## src/rtl/wallace_mult_arbiter.sv

```systemverilog
// Shares one combinational 4x4 Wallace/CLA multiplier among NREQ requesters with a registered, ID-tagged response.
// WALLACE_ARB_RR_EN selects round-robin arbitration; when it is undefined, fixed priority applies (lowest index wins).
module wallace_mult_arbiter #(
  parameter  int NREQ = 4,
  localparam int IDW  = $clog2(NREQ)
) (
  input  logic                clk,
  input  logic                rst_n,
  input  logic [NREQ-1:0]     req_valid,
  output logic [NREQ-1:0]     req_ready,
  input  logic [4*NREQ-1:0]   req_a,
  input  logic [4*NREQ-1:0]   req_b,
  output logic                rsp_valid,
  input  logic                rsp_ready,
  output logic [IDW-1:0]      rsp_id,
  output logic [7:0]          rsp_product,
  output logic                busy
);

  typedef enum logic [1:0] {IDLE, EXEC, RESP} state_t;

  state_t         state_reg, state_next;
  logic [IDW-1:0] last_grant_reg, last_grant_next;
  logic [3:0]     op_a_reg, op_b_reg;
  logic [IDW-1:0] id_reg;
  logic [7:0]     rsp_product_reg;
  logic [IDW-1:0] rsp_id_reg;

  logic           grant_any;
  logic [IDW-1:0] grant_idx;
  logic [IDW-1:0] idx_sel;
  int             idx;
  logic           accept;
  logic [3:0]     sel_a, sel_b;

  // Arbiter: the first valid requester in search order wins.
  always_comb begin
    grant_any = 1'b0;
    grant_idx = '0;
    idx       = 0;
    idx_sel   = '0;
    for (int k = 0; k < NREQ; k++) begin
`ifdef WALLACE_ARB_RR_EN
      idx = (int'(last_grant_reg) + 1 + k) % NREQ;
`else
      idx = k;
`endif
      idx_sel = IDW'(idx);
      if (!grant_any && req_valid[idx_sel]) begin
        grant_any = 1'b1;
        grant_idx = idx_sel;
      end
    end
  end

  always_comb begin
    sel_a = '0;
    sel_b = '0;
    for (int k = 0; k < NREQ; k++) begin
      if (grant_idx == IDW'(k)) begin
        sel_a = req_a[4*k +: 4];
        sel_b = req_b[4*k +: 4];
      end
    end
  end

  // Next-state logic; a grant is only possible from IDLE or on the response handshake.
  always_comb begin
    state_next = state_reg;
    accept     = 1'b0;
    case (state_reg)
      IDLE: begin
        if (grant_any) begin
          accept     = 1'b1;
          state_next = EXEC;
        end
      end
      EXEC: state_next = RESP;
      RESP: begin
        if (rsp_ready) begin
          if (grant_any) begin
            accept     = 1'b1;
            state_next = EXEC;
          end else begin
            state_next = IDLE;
          end
        end
      end
      default: state_next = IDLE;
    endcase
  end

  assign last_grant_next = accept ? grant_idx : last_grant_reg;

  genvar gi;
  generate
    for (gi = 0; gi < NREQ; gi++) begin : g_ready
      assign req_ready[gi] = accept && (grant_idx == IDW'(gi));
    end
  endgenerate

  // Multiplier: partial products, two carry-save levels, then a carry-lookahead adder.
  logic [7:0] pp [4];
  generate
    for (gi = 0; gi < 4; gi++) begin : g_pp
      assign pp[gi] = {4'b0000, op_a_reg & {4{op_b_reg[gi]}}} << gi;
    end
  endgenerate

  logic [7:0] csa1_s, csa1_c, csa2_s, csa2_c;
  assign csa1_s = pp[0] ^ pp[1] ^ pp[2];
  assign csa1_c = ((pp[0] & pp[1]) | (pp[0] & pp[2]) | (pp[1] & pp[2])) << 1;
  assign csa2_s = csa1_s ^ csa1_c ^ pp[3];
  assign csa2_c = ((csa1_s & csa1_c) | (csa1_s & pp[3]) | (csa1_c & pp[3])) << 1;

  logic [6:0] cla_g;
  logic [7:0] cla_p;
  logic [7:0] cla_carry;
  logic       cla_term;
  logic [7:0] mult_product;

  assign cla_g = csa2_s[6:0] & csa2_c[6:0];
  assign cla_p = csa2_s ^ csa2_c;

  // Every carry is an explicit generate/propagate sum-of-products; there is no rippling.
  always_comb begin
    cla_carry = '0;
    cla_term  = 1'b0;
    for (int i = 1; i < 8; i++) begin
      for (int j = 0; j < i; j++) begin
        cla_term = cla_g[j];
        for (int k = j + 1; k < i; k++) begin
          cla_term = cla_term & cla_p[k];
        end
        cla_carry[i] = cla_carry[i] | cla_term;
      end
    end
  end

  assign mult_product = cla_p ^ cla_carry;

  always_ff @(posedge clk) begin
    if (!rst_n) begin
      state_reg       <= IDLE;
      last_grant_reg  <= IDW'(NREQ - 1);
      op_a_reg        <= '0;
      op_b_reg        <= '0;
      id_reg          <= '0;
      rsp_product_reg <= '0;
      rsp_id_reg      <= '0;
    end else begin
      state_reg      <= state_next;
      last_grant_reg <= last_grant_next;
      if (accept) begin
        op_a_reg <= sel_a;
        op_b_reg <= sel_b;
        id_reg   <= grant_idx;
      end
      if (state_reg == EXEC) begin
        rsp_product_reg <= mult_product;
        rsp_id_reg      <= id_reg;
      end
    end
  end

  assign rsp_valid   = (state_reg == RESP);
  assign rsp_product = rsp_product_reg;
  assign rsp_id      = rsp_id_reg;
  assign busy        = (state_reg != IDLE);

endmodule

```

## config.mk

```make
export PLATFORM = sky130hd
export DESIGN_NAME = wallace_mult_arbiter
export DESIGN_NICKNAME = d
export VERILOG_FILES = /design/src/rtl/wallace_mult_arbiter.sv
export SDC_FILE = /design/constraint.sdc
export NUM_CORES = 1
export LEC_CHECK = 0
export ABC_AREA = 0
export CORE_MARGIN = 5
export CORE_UTILIZATION = 41
export DETAILED_ROUTE_END_ITERATION = 6
export GPL_ROUTABILITY_DRIVEN = 0
export PLACE_DENSITY_LB_ADDON = 0.2
export SLEW_MARGIN = 40
export SYNTH_ARGS = -nofsm -noshare
export SYNTH_HDL_FRONTEND = slang
export SYNTH_SLANG_ARGS = --single-unit
```

## constraint.sdc

```tcl
create_clock -name clk -period 2.77 [get_ports clk]
set_clock_uncertainty 0.15 [all_clocks]
set_input_delay 0.4155 -clock clk [delete_from_list [all_inputs] [get_ports clk]]
set_output_delay 0.4155 -clock clk [all_outputs]
set_load 0.02 [all_outputs]
```

# Word-level counts from Yosys, hierarchy flattened
# Cells that the tools add are included.
totals:
  out_inout_bits: 16
  input_bits: 39
  wordCells: 112
  reg_bits: 22
classes:
  reduce_logical: 14
  bitwise: 63
  mux: 22
  n_eq_ne: 7
ops:
  columns: ["operator", "n"]
  rows:
  - ["$mux W4", 8]
  - ["$and A1 B1 Y1", 21]
  - ["$or A1 B1 Y1", 21]
  - ["$and A4 B4 Y4", 4]
  - ["$and A6 B7 Y7", 2]
  - ["$and A7 B7 Y7", 2]
  - ["$or A7 B7 Y7", 2]
  - ["$mux W1", 8]
  - ["$mux W2", 4]
  - ["$xor A7 B8 Y8", 1]
  - ["$xor A8 B8 Y8", 1]
  - ["$logic_and A1 B1 Y1", 7]
  - ["$xor A6 B7 Y7", 1]
  - ["$xor A7 B7 Y7", 1]
  - ["$and A4 B6 Y6", 1]
  - ["$and A5 B6 Y6", 1]
  - ["$eq A2 B2 Y1 const B", 3]
  - ["$or A5 B6 Y6", 1]
  - ["$or A6 B6 Y6", 1]
  - ["$pmux W2 S3", 1]
  - ["$xor A5 B6 Y6", 1]
  - ["$and A4 B5 Y5", 1]
  - ["$xor A4 B5 Y5", 1]
  - ["$eq A2 B1 Y1 const B", 2]
  - ["other kinds (7)", 10]

# Logic depth before layout (Yosys ltp)
depth:
  word_depth: 21
  mapped_depth: 10
  ltp_nobuf: 10

# Worst setup path before layout
# OpenSTA, ideal clock, no wires.
synth_path:
  path_type: "flip-flop to flip-flop"
  startpoint: "register op_b_reg[0]"
  endpoint: "register rsp_product_reg[6] (netlist: rsp_product[6])"
  path_stages_with_launch: 11
  setup_ps: 116
  path_slack_ps: -201
  t_arrival_ps: 2705
  required_ps: 2504
  synth_period_minus_slack_ps: 2971
  n_path_buf: 0
  cell_sequence: "dfxtp_1 > and2_1 > fa_1 > inv_1 > fa_1 > inv_1 > ha_1 > ha_1 > o21a_1 > or3_1 > a41o_1"
synth_between:
  elab_chain_len: 18
  elab_cells_between_ends: 37
  cone_classes: "bitwise: 37"
synth_rtl:
  columns: ["element", "line_no", "text"]
  rows:
  - ["start, declared", "24", "logic [3:0] op_a_reg, op_b_reg;"]
  - ["start signal, assigned", "156", "op_b_reg <= sel_b;"]
  - ["$and A4 B4 Y4 *", "106", "assign pp[gi] = {4'b0000, op_a_reg & {4{op_b_reg[gi]}}} << gi;"]
  - ["$and A4 B5 Y5 (tied with other cells)", "112", "assign csa1_c = ((pp[0] & pp[1]) | (pp[0] & pp[2]) | (pp[1] & pp[2])) << 1;"]
  - ["$or A5 B6 Y6 or $xor A5 B6 Y6 (tied branches)", "112, 111", null]
  - ["$or A6 B6 Y6 or $and A6 B7 Y7 (tied branches)", "112, 114", null]
  - ["$xor A6 B7 Y7 (tied with other cells)", "113", "assign csa2_s = csa1_s ^ csa1_c ^ pp[3];"]
  - ["$xor A7 B7 Y7 or $or A7 B7 Y7 (tied branches)", "113, 114", null]
  - ["$xor A7 B8 Y8 or $or A7 B7 Y7 (tied branches)", "123, 114", null]
  - ["$and A1 B1 Y1 or $xor A7 B8 Y8 (tied branches)", "133, 123", null]
  - ["$and A1 B1 Y1 (4 in a row)", "133", "cla_term = cla_term & cla_p[k];"]
  - ["$or A1 B1 Y1 (4 in a row)", "135", "cla_carry[i] = cla_carry[i] | cla_term;"]
  - ["$or A1 B1 Y1 *", "135", null]
  - ["$xor A8 B8 Y8 *", "140", "assign mult_product = cla_p ^ cla_carry;"]
  - ["end signal, assigned", "160", "rsp_product_reg <= mult_product;"]
  - ["end, declared", "26", "logic [7:0] rsp_product_reg;"]
# Mark *: on every way between the ends. The rest lies on a longest branch, timed or not.
# A chain may end at the register's enable or synchronous reset.

# Worst setup path in the final report
# Ends and elaborated chain as after synthesis.

==> results.py <==
metrics = {
    "logic_synthesis": {
        "synth_area_um2": 1597,
        "synth_fp_nets": 255,
        "synth.area.top_cells": "dfxtp_1, fa_1, and2_1",
        "yosys_warnings": 0,
        "yosysSeqAreaShare_pct": 27.59,
        "ys_ff_latch": 22,
        "ys_types": 35,
        "synth_top_area_share_pct": 27.59,
        "avgSynthCellArea_um2": 7.904,
        "synthCells": 202,
        "synth_top_cell_by_area": "dfxtp_1",
    },
    "timing": {
        "fmax_ghz": 0.3532,
        "tns_ns": -0.06106,
        "period_needed_ns": 2.831,
        "period_share_pct": 102.2,
        "slew_headroom_pct": 69.20,
        "drv_slew": 0,
        "finalHoldViolCount": 0,
        "setup_violations": 1,
        "tightest_slew_ns": 0.4600,
        "rsz0062_at_grt": "true",
        "setup_ws_ns": -0.06106,
    },
    "routing": {
        "wl_per_cell_um": 12.97,
        "drt_first_pass_iters": 4,
        "drt_wl_total_mm": 4.046,
        "ant_nets": 0,
        "drc_errors": 0,
        "vias": 1582,
        "via_per_inst": 5.071,
        "drt_iter0_drc": 52,
    },
    "layout": {
        "mostFrequentLayoutCells": "clkdlybuf4s50_1, nand2_1, dfxtp_1",
        "fin_nets": 318,
        "final_common_cell": "clkdlybuf4s50_1",
        "final_area_um2": 2380,
        "largest_reg_flops": 8,
        "area_growth_pct": 49.06,
        "diodes": 0,
        "fill_cells": 325,
        "register_area_um2": 445.4,
        "multiInputGateArea_um2": 1090,
        "layout-drive-gt1-share_pct": 16.29,
    },
    "power_and_ir_drop": {
        "clockPowerShare_pct": 30.3,
        "p_leak_nw": 0.9949,
        "p_per_area_nw_per_um2": 412.6,
        "finalPower_w": 0.0009818,
        "seqPwrFrac_pct": 37.6,
        "swShare_pct": 27.63,
        "internal_power_w": 0.0007105,
        "power_frac_comb_pct": 32.1,
        "p_sw_w": 0.0002713,
        "ir_drop_v": 0.0002345,
    },
    "critical_path": {
        "worstPathRequired_ns": 2.78,
        "reg2reg_to": "rsp_product[6]",
        "cp_data_arrival_time_ns": 2.84,
        "rr_startpoint": "op_b_reg[0]",
        "cpLargestDelayFamily": "adder cells",
        "path_cells": "and2_4 > fa_2 > inv_2 > fa_1 > inv_2 > ha_4 > ha_2 > o21a_1 > or3_1 > a41o_1",
        "path_max_fanout": 2,
        "r2r_slack_ns": -0.06,
        "cp_num_buf_inv": 2,
        "startpoint_type": "flip-flop",
        "rr_worst_depth": 10,
        "slowest_stage": "fa_2",
        "slowest_delay_ns": 0.56,
        "endpoint_kind": "flip-flop",
        "worst_setup_path_startpoint": "op_b_reg[0]",
        "critPathKind": "flip-flop to flip-flop",
        "crit_top_cell": "inv_2",
    },
    "flow_run": {
        "maxCapViolCount": 0,
    },
    "global_routing": {
        "grt_pass1_wl_mm": 6.865,
        "antenna_found_initial": 0,
        "grt-ovfl-total": 0,
        "grt_pass1_vias": 1562,
        "grt_max_degree": 29,
        "track_usage_pct": 16.10,
    },
    "clocking": {
        "cts_hold_buf": 0,
        "clock-root-buffer": "clkbuf_8",
        "path_clk_slew_ns": 0.08,
        "tritoncts": "built",
        "cts.sinks": 22,
        "htreeDepth": 1,
        "cts_buffer_depth": 2,
        "cts-buffers-inserted": 3,
        "clock_latency_ns": 0.26,
    },
    "hold_path": {
        "holdPathEnd": "rsp_product[3]",
        "hp-start": "rsp_product[3]",
        "whs_path_depth": 2,
        "hp-class": "flip-flop to flip-flop",
    },
    "floorplan": {
        "die_area_um2": 5242,
        "rows": 22,
        "start_util_pct": 42.96,
        "chipHeight_um": 72.40,
        "pin_count": 55,
        "die_w_um": 72.40,
        "core-area_um2": 3716,
    },
    "outcome": {
        "violations": "negative setup slack",
        "status": "finished with violations",
    },
    "placed_design": {
        "post_dp_cell_area_um2": 2270,
        "hpwlAfterDp_mm": 3.236,
        "io_buffers": 54,
    },
}
## cells by family (layout without fill, tap and decap cells)
logic type                 after synthesis  count (layout)  synth area share [%]
and+or+nand+nor                         76              76                 24.69
xor gates and xnor gates                 1               1                0.5487
buffers and inverters                   25              87                 6.739
DFF                                     22              22                 27.59
adders and majority gates               14              14                 13.79
AOI/OAI and AO/OA                       64              64                 26.65
## cell usage after synthesis
cell type   n
a21boi_0    7
a21o_1      1
a21oi_1    17
a221oi_1    6
a221oi_4    1
a31oi_1     8
a41o_1      1
and2_1     17
and2_2      1
and3_1      2
buf_1       1
buf_2       5
buf_6       1
clkbuf_1    6
dfxtp_1    22
fa_1        6
ha_1        8
inv_1      12
nand2_1    23
nand2b_1    1
nand3_1     1
nand3b_1    6
nor2_1     13
nor2b_1     4
nor3_1      3
nor3b_1     2
nor4b_1     1
o211a_1     1
o21a_1      2
o21ai_0    17
o21ai_2     1
o221a_2     2
or2_2       1
or3_1       1
xnor2_1     1
## power groups by stage
stage | Combinational, W | Clock [W] | Sequential [W]
floorplan | 0.000151 | 0 | 0.000382
global placement | 0.000302 | 0 | 0.000374
detailed placement | 0.000306 | 0 | 0.000376
CTS | 0.000313 | 0.000302 | 0.000368
global route | 0.000348 | 0.000322 | 0.000375
finish | 0.000316 | 0.000297 | 0.000369
## worst reg2reg max path: stages (launching register included)
cell and delay, ns:
dfxtp_2 0.33, and2_4 0.15, fa_2 0.56, inv_2 0.04, fa_1 0.49, inv_2 0.05, ha_4 0.15, ha_2 0.16
o21a_1 0.17, or3_1 0.31, a41o_1 0.18
## final cells by class
type | count | area share, %
timing repair buffer | 71 | 28.08
inverter | 12 | 1.893
tap | 48 | 2.524
clock buffer | 3 | 1.735
sequential | 22 | 18.72
multi-input combinational | 155 | 45.79
clock inverter | 1 | 1.262
## per-stage QoR
step / util (%) / setup slack [ns] / instances / hold slack (ns)
finish: 64.04 / -0.06106 / 312 / 0.3129
global route: 64.04 / -0.1487 / 312 / 0.3408
CTS: 63.50 / -0.03515 / 312 / 0.3180
detailed placement: 61.08 / -0.05916 / 307 / 0.3066
global placement: 61.08 / -0.003891 / 307 / 0.2995
floorplan: - / 0.02355 / 202 / 0.2910
## timing repair
item                       in CTS  in global routing
buffers inserted                1                  0
resized for setup               3                  9
setup endpoints to repair       3                  4
gates cloned                    0                  0
pin swaps                       1                  3
## worst max path at each step
stage                      to  slack [ns]  depth (start not counted)
6_report       rsp_product[6]       -0.06                         10
5_1_grt        rsp_product[6]       -0.15                         10
4_1_cts        rsp_product[6]       -0.04                         10
3_5_place_dp   rsp_product[5]       -0.06                         10
3_3_place_gp   rsp_product[5]      -0.004                         10
2_1_floorplan  rsp_product[6]        0.02                         10
## layer usage
metal	track usage [%]	up-vias	wire length, um
met5	0	-	0
met1	20.98	702	1841
met2	26.19	42	1926
met3	2.770	8	199
li1	-	830	-
met4	6.762	0	78
Note: power is estimated with default switching activity, not from simulation.
